## config.mk

```make
export PLATFORM = sky130hd
export DESIGN_NAME = pipeline_stage_reg
export DESIGN_NICKNAME = d
export VERILOG_FILES = /design/src/rtl/pipe_pkg.sv /design/src/rtl/pipeline_stage_entry.sv /design/src/rtl/pipeline_stage_reg.sv
export SDC_FILE = /design/constraint.sdc
export NUM_CORES = 1
export LEC_CHECK = 0
export CAP_MARGIN = 20
export CORE_MARGIN = 5
export CORE_UTILIZATION = 51
export DETAILED_ROUTE_END_ITERATION = 7
export PLACE_DENSITY = 0.8
export SYNTH_ARGS = -nofsm -noshare
export SYNTH_HDL_FRONTEND = slang
export SYNTH_HIERARCHICAL = 1
export SYNTH_SLANG_ARGS = --single-unit
```

## constraint.sdc

```tcl
create_clock -name clk -period 2.05 [get_ports clk]
set_input_delay 0.41 -clock clk [delete_from_list [all_inputs] [get_ports clk]]
set_output_delay 0.41 -clock clk [all_outputs]
set_load 0.02 [all_outputs]
```

## src/rtl/pipe_pkg.sv

```systemverilog
// Shared definitions for the elastic inter-stage pipeline registers:
// bundle field positions, default widths and the occupancy state type.
package pipe_pkg;

  localparam logic [31:0] WORD_ZERO = 32'h0000_0000;

  // EX/MEM control bundle, MSB first: {mem_write, mem_read, reg_write, mem_to_reg}
  localparam int EXMEM_MEM_WRITE  = 3;
  localparam int EXMEM_MEM_READ   = 2;
  localparam int EXMEM_REG_WRITE  = 1;
  localparam int EXMEM_MEM_TO_REG = 0;
  localparam int EXMEM_CTRL_W     = 4;
  localparam int EXMEM_DATA_W     = 70;

  // MEM/WB control bundle, MSB first: {reg_write, mem_to_reg}
  localparam int MEMWB_REG_WRITE  = 1;
  localparam int MEMWB_MEM_TO_REG = 0;
  localparam int MEMWB_CTRL_W     = 2;
  localparam int MEMWB_DATA_W     = 69;

  typedef enum logic [1:0] {
    EMPTY = 2'd0,
    ONE   = 2'd1,
    TWO   = 2'd2
  } stage_state_e;

  function automatic logic stage_can_accept(input stage_state_e s);
    return s != TWO;
  endfunction

endpackage

```

## src/rtl/pipeline_stage_entry.sv

```systemverilog
// One {valid, ctrl, data} storage slot. Clear wins over load; with neither
// asserted the slot holds its contents.
module pipeline_stage_entry
  import pipe_pkg::*;
#(
  parameter int CTRL_W = EXMEM_CTRL_W,
  parameter int DATA_W = EXMEM_DATA_W
) (
  input  logic              clk,
  input  logic              rst,
  input  logic              load,
  input  logic              clear,
  input  logic [CTRL_W-1:0] load_ctrl,
  input  logic [DATA_W-1:0] load_data,
  output logic              valid,
  output logic [CTRL_W-1:0] ctrl,
  output logic [DATA_W-1:0] data
);

  logic              valid_q, valid_d;
  logic [CTRL_W-1:0] ctrl_q, ctrl_d;
  logic [DATA_W-1:0] data_q, data_d;

  always_comb begin
    valid_d = valid_q;
    ctrl_d  = ctrl_q;
    data_d  = data_q;
    if (clear) begin
      valid_d = 1'b0;
      ctrl_d  = '0;
      data_d  = '0;
    end else if (load) begin
      valid_d = 1'b1;
      ctrl_d  = load_ctrl;
      data_d  = load_data;
    end
  end

  always_ff @(posedge clk) begin
    if (rst) begin
      valid_q <= 1'b0;
      ctrl_q  <= '0;
      data_q  <= '0;
    end else begin
      valid_q <= valid_d;
      ctrl_q  <= ctrl_d;
      data_q  <= data_d;
    end
  end

  assign valid = valid_q;
  assign ctrl  = ctrl_q;
  assign data  = data_q;

endmodule

```

## src/rtl/pipeline_stage_reg.sv

```systemverilog
// Elastic pipeline register between two stages: valid/ready handshake, flush,
// and an optional skid entry so that in_ready can be a plain flop.
module pipeline_stage_reg
  import pipe_pkg::*;
#(
  parameter int CTRL_W = EXMEM_CTRL_W,
  parameter int DATA_W = EXMEM_DATA_W,
  parameter int SKID   = 1
) (
  input  logic              clk,
  input  logic              rst,
  input  logic              in_valid,
  output logic              in_ready,
  input  logic [CTRL_W-1:0] in_ctrl,
  input  logic [DATA_W-1:0] in_data,
  input  logic              flush,
  output logic              out_valid,
  input  logic              out_ready,
  output logic [CTRL_W-1:0] out_ctrl,
  output logic [DATA_W-1:0] out_data,
  output logic [1:0]        occupancy
);

  stage_state_e      state_q, state_d;
  logic              in_ready_q, in_ready_d;
  logic              accept, consume;
  logic              main_load, main_clear, skid_load, skid_clear;
  logic [CTRL_W-1:0] main_src_ctrl;
  logic [DATA_W-1:0] main_src_data;
  logic              main_valid, skid_valid;
  logic [CTRL_W-1:0] main_ctrl, skid_ctrl;
  logic [DATA_W-1:0] main_data, skid_data;

  assign accept  = in_valid && in_ready;
  assign consume = main_valid && out_ready;

  // Flush beats every other event; a flushed incoming beat is simply not loaded.
  always_comb begin
    state_d       = state_q;
    main_load     = 1'b0;
    main_clear    = 1'b0;
    skid_load     = 1'b0;
    skid_clear    = 1'b0;
    main_src_ctrl = in_ctrl;
    main_src_data = in_data;
    if (flush) begin
      state_d    = EMPTY;
      main_clear = 1'b1;
      skid_clear = 1'b1;
    end else begin
      case (state_q)
        EMPTY: begin
          if (accept) begin
            main_load = 1'b1;
            state_d   = ONE;
          end
        end
        ONE: begin
          if (accept && consume) begin
            main_load = 1'b1;
          end else if (accept) begin
            if (SKID != 0) begin
              skid_load = 1'b1;
              state_d   = TWO;
            end else begin
              main_load = 1'b1;
            end
          end else if (consume) begin
            main_clear = 1'b1;
            state_d    = EMPTY;
          end
        end
        TWO: begin
          if (consume) begin
            main_load     = 1'b1;
            main_src_ctrl = skid_ctrl;
            main_src_data = skid_data;
            skid_clear    = 1'b1;
            state_d       = ONE;
          end
        end
        default: begin
          state_d    = EMPTY;
          main_clear = 1'b1;
          skid_clear = 1'b1;
        end
      endcase
    end
    in_ready_d = stage_can_accept(state_d);
  end

  always_ff @(posedge clk) begin
    if (rst) begin
      state_q    <= EMPTY;
      in_ready_q <= 1'b1;
    end else begin
      state_q    <= state_d;
      in_ready_q <= in_ready_d;
    end
  end

  pipeline_stage_entry #(.CTRL_W(CTRL_W), .DATA_W(DATA_W)) u_main (
    .clk       (clk),
    .rst       (rst),
    .load      (main_load),
    .clear     (main_clear),
    .load_ctrl (main_src_ctrl),
    .load_data (main_src_data),
    .valid     (main_valid),
    .ctrl      (main_ctrl),
    .data      (main_data)
  );

  if (SKID != 0) begin : g_skid
    pipeline_stage_entry #(.CTRL_W(CTRL_W), .DATA_W(DATA_W)) u_skid (
      .clk       (clk),
      .rst       (rst),
      .load      (skid_load),
      .clear     (skid_clear),
      .load_ctrl (in_ctrl),
      .load_data (in_data),
      .valid     (skid_valid),
      .ctrl      (skid_ctrl),
      .data      (skid_data)
    );
  end else begin : g_no_skid
    assign skid_valid = 1'b0;
    assign skid_ctrl  = '0;
    assign skid_data  = '0;
  end

  // With a skid entry in_ready is a flop; without one it tracks out_ready directly.
  always_comb begin
    if (SKID != 0) begin
      in_ready = in_ready_q && !rst;
    end else begin
      in_ready = (!main_valid || out_ready) && !rst;
    end
  end

  assign out_valid = main_valid;
  assign out_ctrl  = main_valid ? main_ctrl : '0;
  assign out_data  = main_valid ? main_data : '0;
  assign occupancy = {1'b0, main_valid} + {1'b0, skid_valid};

endmodule
```

Yosys cells after proc, flatten, opt, wreduce, memory -nomap -nowiden

Cells that the tools add are included.

Add/subtract/negate cells: 1
Equality and inequality tests: 3
Muxes and demuxes: 29
Reductions and logical operators: 10

Operators with widths:

| operator                                                               | count |
|---|---|
| 70-bit two-way mux                                                     | 4 |
| 4-bit two-way mux                                                      | 4 |
| 2-bit two-way mux                                                      | 6 |
| 1-bit two-way mux                                                      | 11 |
| 2-bit OR reduction                                                     | 4 |
| 2-bit one-hot mux with 3 select lines                                  | 1 |
| 1-bit logical AND                                                      | 4 |
| 1-bit one-hot mux with 2 select lines                                  | 2 |
| 1-bit one-hot mux with 3 select lines                                  | 1 |
| 1-bit by 1-bit adder with 2-bit output                                 | 1 |
| 2-bit by 1-bit equality test with 1-bit output (second input constant) | 1 |
| 2-bit equality test (second input constant)                            | 1 |
| 2-bit zero test                                                        | 1 |
| 2-bit inequality test (second input constant)                          | 1 |
| 1-bit zero test                                                        | 1 |

Bits in registers: 153
Input port bits: 79
Output and inout port bits: 78
Word-level logic and storage cells: 51

Depth between registers and ports, before layout

Depth in word-level cells: 8
Depth in mapped cells: 8
Gate-level depth less buffers: 5

By module

The synthesis kept the hierarchy.

By module, submodules not included:

| module               | times used | cells an instance | area each (um^2) | seq. area each (um^2) |
|---|---|---|---|---|
| pipeline_stage_entry | 2          | 243               | 2755.1           | 1501.4 |
| pipeline_stage_reg   | 1          | 189               | 1941.9           | 60.1 |

Least setup slack after synthesis

Ideal clock, no wire load.

Path kind: register to register
Start: register u_main.valid_q (netlist: u_main/valid)
End: register u_main.data_q[10] (netlist: u_main/data[10])
Setup time: 128 ps
Arrival: 1644 ps
Data required time: 1922 ps
Slack: 278 ps
Cell stages (with the launch flop): 8
Path buffers: 2
Clock period less this slack: 1772 ps
Cell sequence: dfxtp_1 > nand2_2 > nor3_4 > buf_12 > buf_12 > mux2_4 > mux2i_1 > nor2_1

Elaborated cells on any way between the ends: 14
Classes of those cells: mux (11); reduce/logical (3)

RTL lines:

| what                   | RTL line                   | text |
|---|---|---|
| start, declared        | pipeline_stage_entry.sv:20 | `logic valid_q, valid_d;` |
| start signal, assigned | pipeline_stage_entry.sv:45 | `valid_q <= valid_d;` |
| 1-bit logical AND      | pipeline_stage_reg.sv:35   | `assign consume = main_valid && out_ready;` |
| 70-bit two-way mux     | pipeline_stage_reg.sv:74   | `if (consume) begin` |
| 70-bit two-way mux     | pipeline_stage_reg.sv:51   | `case (state_q)` |
| 70-bit two-way mux     | pipeline_stage_reg.sv:46   | `if (flush) begin` |
| via main_src_data[10]  | pipeline_stage_reg.sv:29   | `logic [DATA_W-1:0] main_src_data;` |
| end signal, assigned   | pipeline_stage_entry.sv:47 | `data_q <= data_d;` |
| end, declared          | pipeline_stage_entry.sv:22 | `logic [DATA_W-1:0] data_q, data_d;` |

The timed path passes the listed nets, and every way through them passes these cells.
A chain may end at the register's enable or synchronous reset.

Worst setup path in the final report

Start: register u_main.valid_q (netlist: u_main/valid)
End: output port occupancy[0]

Word-level cells in the longest chain between the ends: 1

Ends and longest elaborated chain:

| what                                   | RTL line                  | text |
|---|---|---|
| 1-bit by 1-bit adder with 2-bit output | pipeline_stage_reg.sv:144 | `assign occupancy = {1'b0, main_valid} + {1'b0, skid_valid};` |
| end, declared                          | pipeline_stage_reg.sv:21  | `output logic [1:0] occupancy` |

Every way passes these cells.

==> impl_metrics.env <==
export IMPL_tightestPinTransition_ns=0.331
export IMPL_clk_path_buf_depth=2
export IMPL_grt_met3_usage_pct=5.57
export IMPL_grt_busiest_layer="met2"
export IMPL_rows=44
export IMPL_r2r_start="u_main/valid$_SDFFE_PP0P_"
export IMPL_slew_viol_final=0
export IMPL_rr_worst_depth=7
export IMPL_place_ws_ns=-0.280
export IMPL_utilization_pct=67.0
export IMPL_overflow=0
export IMPL_fp_dieH_um=131
export IMPL_stdcell_area_um2=9660
export IMPL_layout_setup_ws_ns=0.0692
export IMPL_hold_violations=0
export IMPL_n_fill_cell=1127
export IMPL_cp_end_kind="primary output"
export IMPL_final_nets=918
export IMPL_fin_skew_ns=0.00683
export IMPL_antenna_found_initial=0
export IMPL_power_total_mw=6.65
export IMPL_drt_iter0_markers=304
export IMPL_min_period_over_period_pct=96.6
export IMPL_grt_use_total_pct=19.6
export IMPL_gp_congestion=0.821
export IMPL_grt_use_met2_pct=32.8
export IMPL_leakage_nw=3.85
export IMPL_slew_headroom_pct=77.9
export IMPL_syn_inst=675
export IMPL_cts_tree="done"
export IMPL_dieArea_um2=17100
export IMPL_hold_path_end="u_main/data[26]$_SDFFE_PP0P_"
export IMPL_core_area_um2=14400
export IMPL_timing_rr_end="u_main/data[55]$_SDFFE_PP0P_"
export IMPL_status="complete, no violations"
export IMPL_yosysUniqueCellTypes=30
export IMPL_start_util_pct=51.7
export IMPL_dieWidth_um=131
export IMPL_hold_depth=2
export IMPL_cts_root_buf="clkbuf_16"
export IMPL_antenna_left=0
export IMPL_arrival_ns=1.57
export IMPL_setup_viol=0
export IMPL_cts_inserted_buffers=17
export IMPL_yosysTopAreaCell="dfxtp_1"
export IMPL_cp_startpoint="u_main/valid$_SDFFE_PP0P_"
export IMPL_crit_type="flip-flop to primary output"
export IMPL_routedWlPerCell_um=16.3
export IMPL_wl_mm=16.9
export IMPL_dp_final_hpwl_mm=11.9
export IMPL_synth_top_area_share_pct=41.1
export IMPL_ys_ff_latch=153
export IMPL_grt_first_pass_wirelength_mm=26.6
export IMPL_syn_area_per_cell_um2=11.0
export IMPL_multi_input_area_um2=3780
export IMPL_worstHoldStart="u_main/data[26]$_SDFFE_PP0P_"
export IMPL_first_global_vias=5561
export IMPL_cts_max_level=4
export IMPL_syn2layout_area_growth_pct=29.6
export IMPL_io_pins=157
export IMPL_ys_warn_count=6
export IMPL_cap_violations=0
export IMPL_vias_per_cell=5.09
export IMPL_clkLatencyLatePin_ns=0.42
export IMPL_cp_start_kind="flip-flop"
export IMPL_irDropWorstVdd_uv=500
export IMPL_ctsHoldBuffers=0
export IMPL_drc_errors=0
export IMPL_rsz0062_at_grt="false"
export IMPL_dpl_cell_area_um2=9120
export IMPL_n_antenna_cell=0
export IMPL_ys_seq_area_share_pct=41.1
export IMPL_timing_reg2reg_setup_slack_ns=0.18
export IMPL_syn_cell_area_um2=7450
export IMPL_seqCellArea_um2=3070
export IMPL_finalCriticalPeriod_ns=1.98
export IMPL_clkSinkCount=153
export IMPL_fin_setup_tns_ns=0
export IMPL_grt_use_met1_pct=24.1
export IMPL_timing_fmax_mhz=505
export IMPL_port_buffers=156
export IMPL_drt_pre_antenna_iters=4
export IMPL_required_ns=1.64
export IMPL_layout_drive_gt1_share_pct=17.7
export IMPL_hp_class="flip-flop to flip-flop"
export IMPL_vias=5269
export IMPL_grt_max_degree=42
export IMPL_p_per_area_nw_per_um2=688
export IMPL_ys_top_cells_by_area="dfxtp_1, mux2i_1, mux2_4"
export IMPL_clkTransAtPathRegs_ns=0.06
export IMPL_synth_fp_nets=755
export IMPL_critPathMaxFanout=21
-- per-stage QoR --
| stage | std cells | hold slack [ns] |
|---|---|---|
| 2_1_floorplan | 675 | 0.438 |
| 3_3_place_gp | 1001 | 0.450 |
| 3_5_place_dp | 1001 | 0.477 |
| 4_1_cts | 1034 | 0.492 |
| 5_1_grt | 1035 | 0.512 |
| 6_report | 1035 | 0.492 |
-- per-layer routing --
metal	vias to the layer above	part of all wire (%)
li1	2586	-
met1	2506	45
met2	151	48
met3	26	5.7
met4	0	1.7
met5	-	0
-- cells by family after synthesis --
family	Yosys count	share of synthesized area, %
flip-flops	153	41.1
buffers and inverters	50	8.33
AO/OA/AOI/OAI	8	0.839
AND/OR/NAND/NOR	241	15.5
multiplexers	222	34.1
adder cells (fa/ha/maj)	1	0.168
-- sequential cells by signal (all words and copies together) (netlist names) --
| signal | count |
|---|---|
| g_skid.u_skid/valid | 1 |
| g_skid.u_skid/data | 70 |
| in_ready_q | 1 |
| state_q | 2 |
| g_skid.u_skid/ctrl | 4 |
| u_main/ctrl | 4 |
| u_main/data | 70 |
| u_main/valid | 1 |
-- worst max-delay path, cell delays in order (launching register included) --
cell	delay [ns]
dfxtp_4	0.45
buf_12	0.18
ha_1	0.23
clkdlybuf4s15_1	0.28
-- power breakdown --
| group | leakage, nW | switching, mW | internal [mW] |
|---|---|---|---|
| sequential | 1.23 | 0.0159 | 3.00 |
| combinational | 2.34 | 0.218 | 0.334 |
| clock | 0.276 | 1.25 | 1.83 |
-- timing repair --
| item | 4_1_cts | 5_1_grt |
|---|---|---|
| setup endpoints to repair | 77 | 3 |
| endpoints found under the hold margin | 0 | 0 |
| gates cloned | 0 | 1 |
| setup buffers | 1 | 0 |
| gates resized for setup | 81 | 6 |
-- cells in the mapped netlist, drive strengths merged --
library cell  instances
and4bb                1
a2111o                1
clkbuf               12
dfxtp               153
a311oi                1
nand2                 3
nand2b                2
o21bai                1
nor3                  1
and4b                 1
mux2i               148
mux2                 74
a21oi                 1
nand4b                1
a2111oi               1
and3                  1
or2                   2
a21o                  2
nor2                152
nand3b                1
nor2b                 1
o21ai                 1
ha                    1
buf                  38
and2                 75
-- cells in the final DEF, fill, tap and decap left out, drive strengths merged, types with 3 or more instances in the layout --
cell type and instances:
buf 37, clkinvlp 4, dlygate4sd2 69, dfxtp 153
clkdlybuf4s50 78, nor2 152, inv 3, mux2i 148
clkbuf 20, clkdlybuf4s15 8, nand2 3, mux2 74
and2 75, clkinv 4
-- cell type report --
type / count / area share [%]
clock inverter: 13 / 1.49
sequential: 153 / 31.7
timing repair buffer: 194 / 20.6
tap: 184 / 2.38
multi-input combinational: 472 / 39.2
clock buffer: 19 / 4.58
-- how the worst max path moves through the flow --
| stage | end | slack [ns] | cells past startpoint |
|---|---|---|---|
| after floorplan | u_main/data[10]$_SDFFE_PP0P_ | 0.28 | 7 |
| after global placement | u_main/data[30]$_SDFFE_PP0P_ | -0.19 | 8 |
| after detailed placement | u_main/data[57]$_SDFFE_PP0P_ | -0.28 | 8 |
| after CTS | in_ready | 0.02 | 3 |
| after global routing | out_data[29] | 0.002 | 3 |
| final | occupancy[0] | 0.07 | 3 |
No activity file was read; power rests on OpenSTA's default activity.
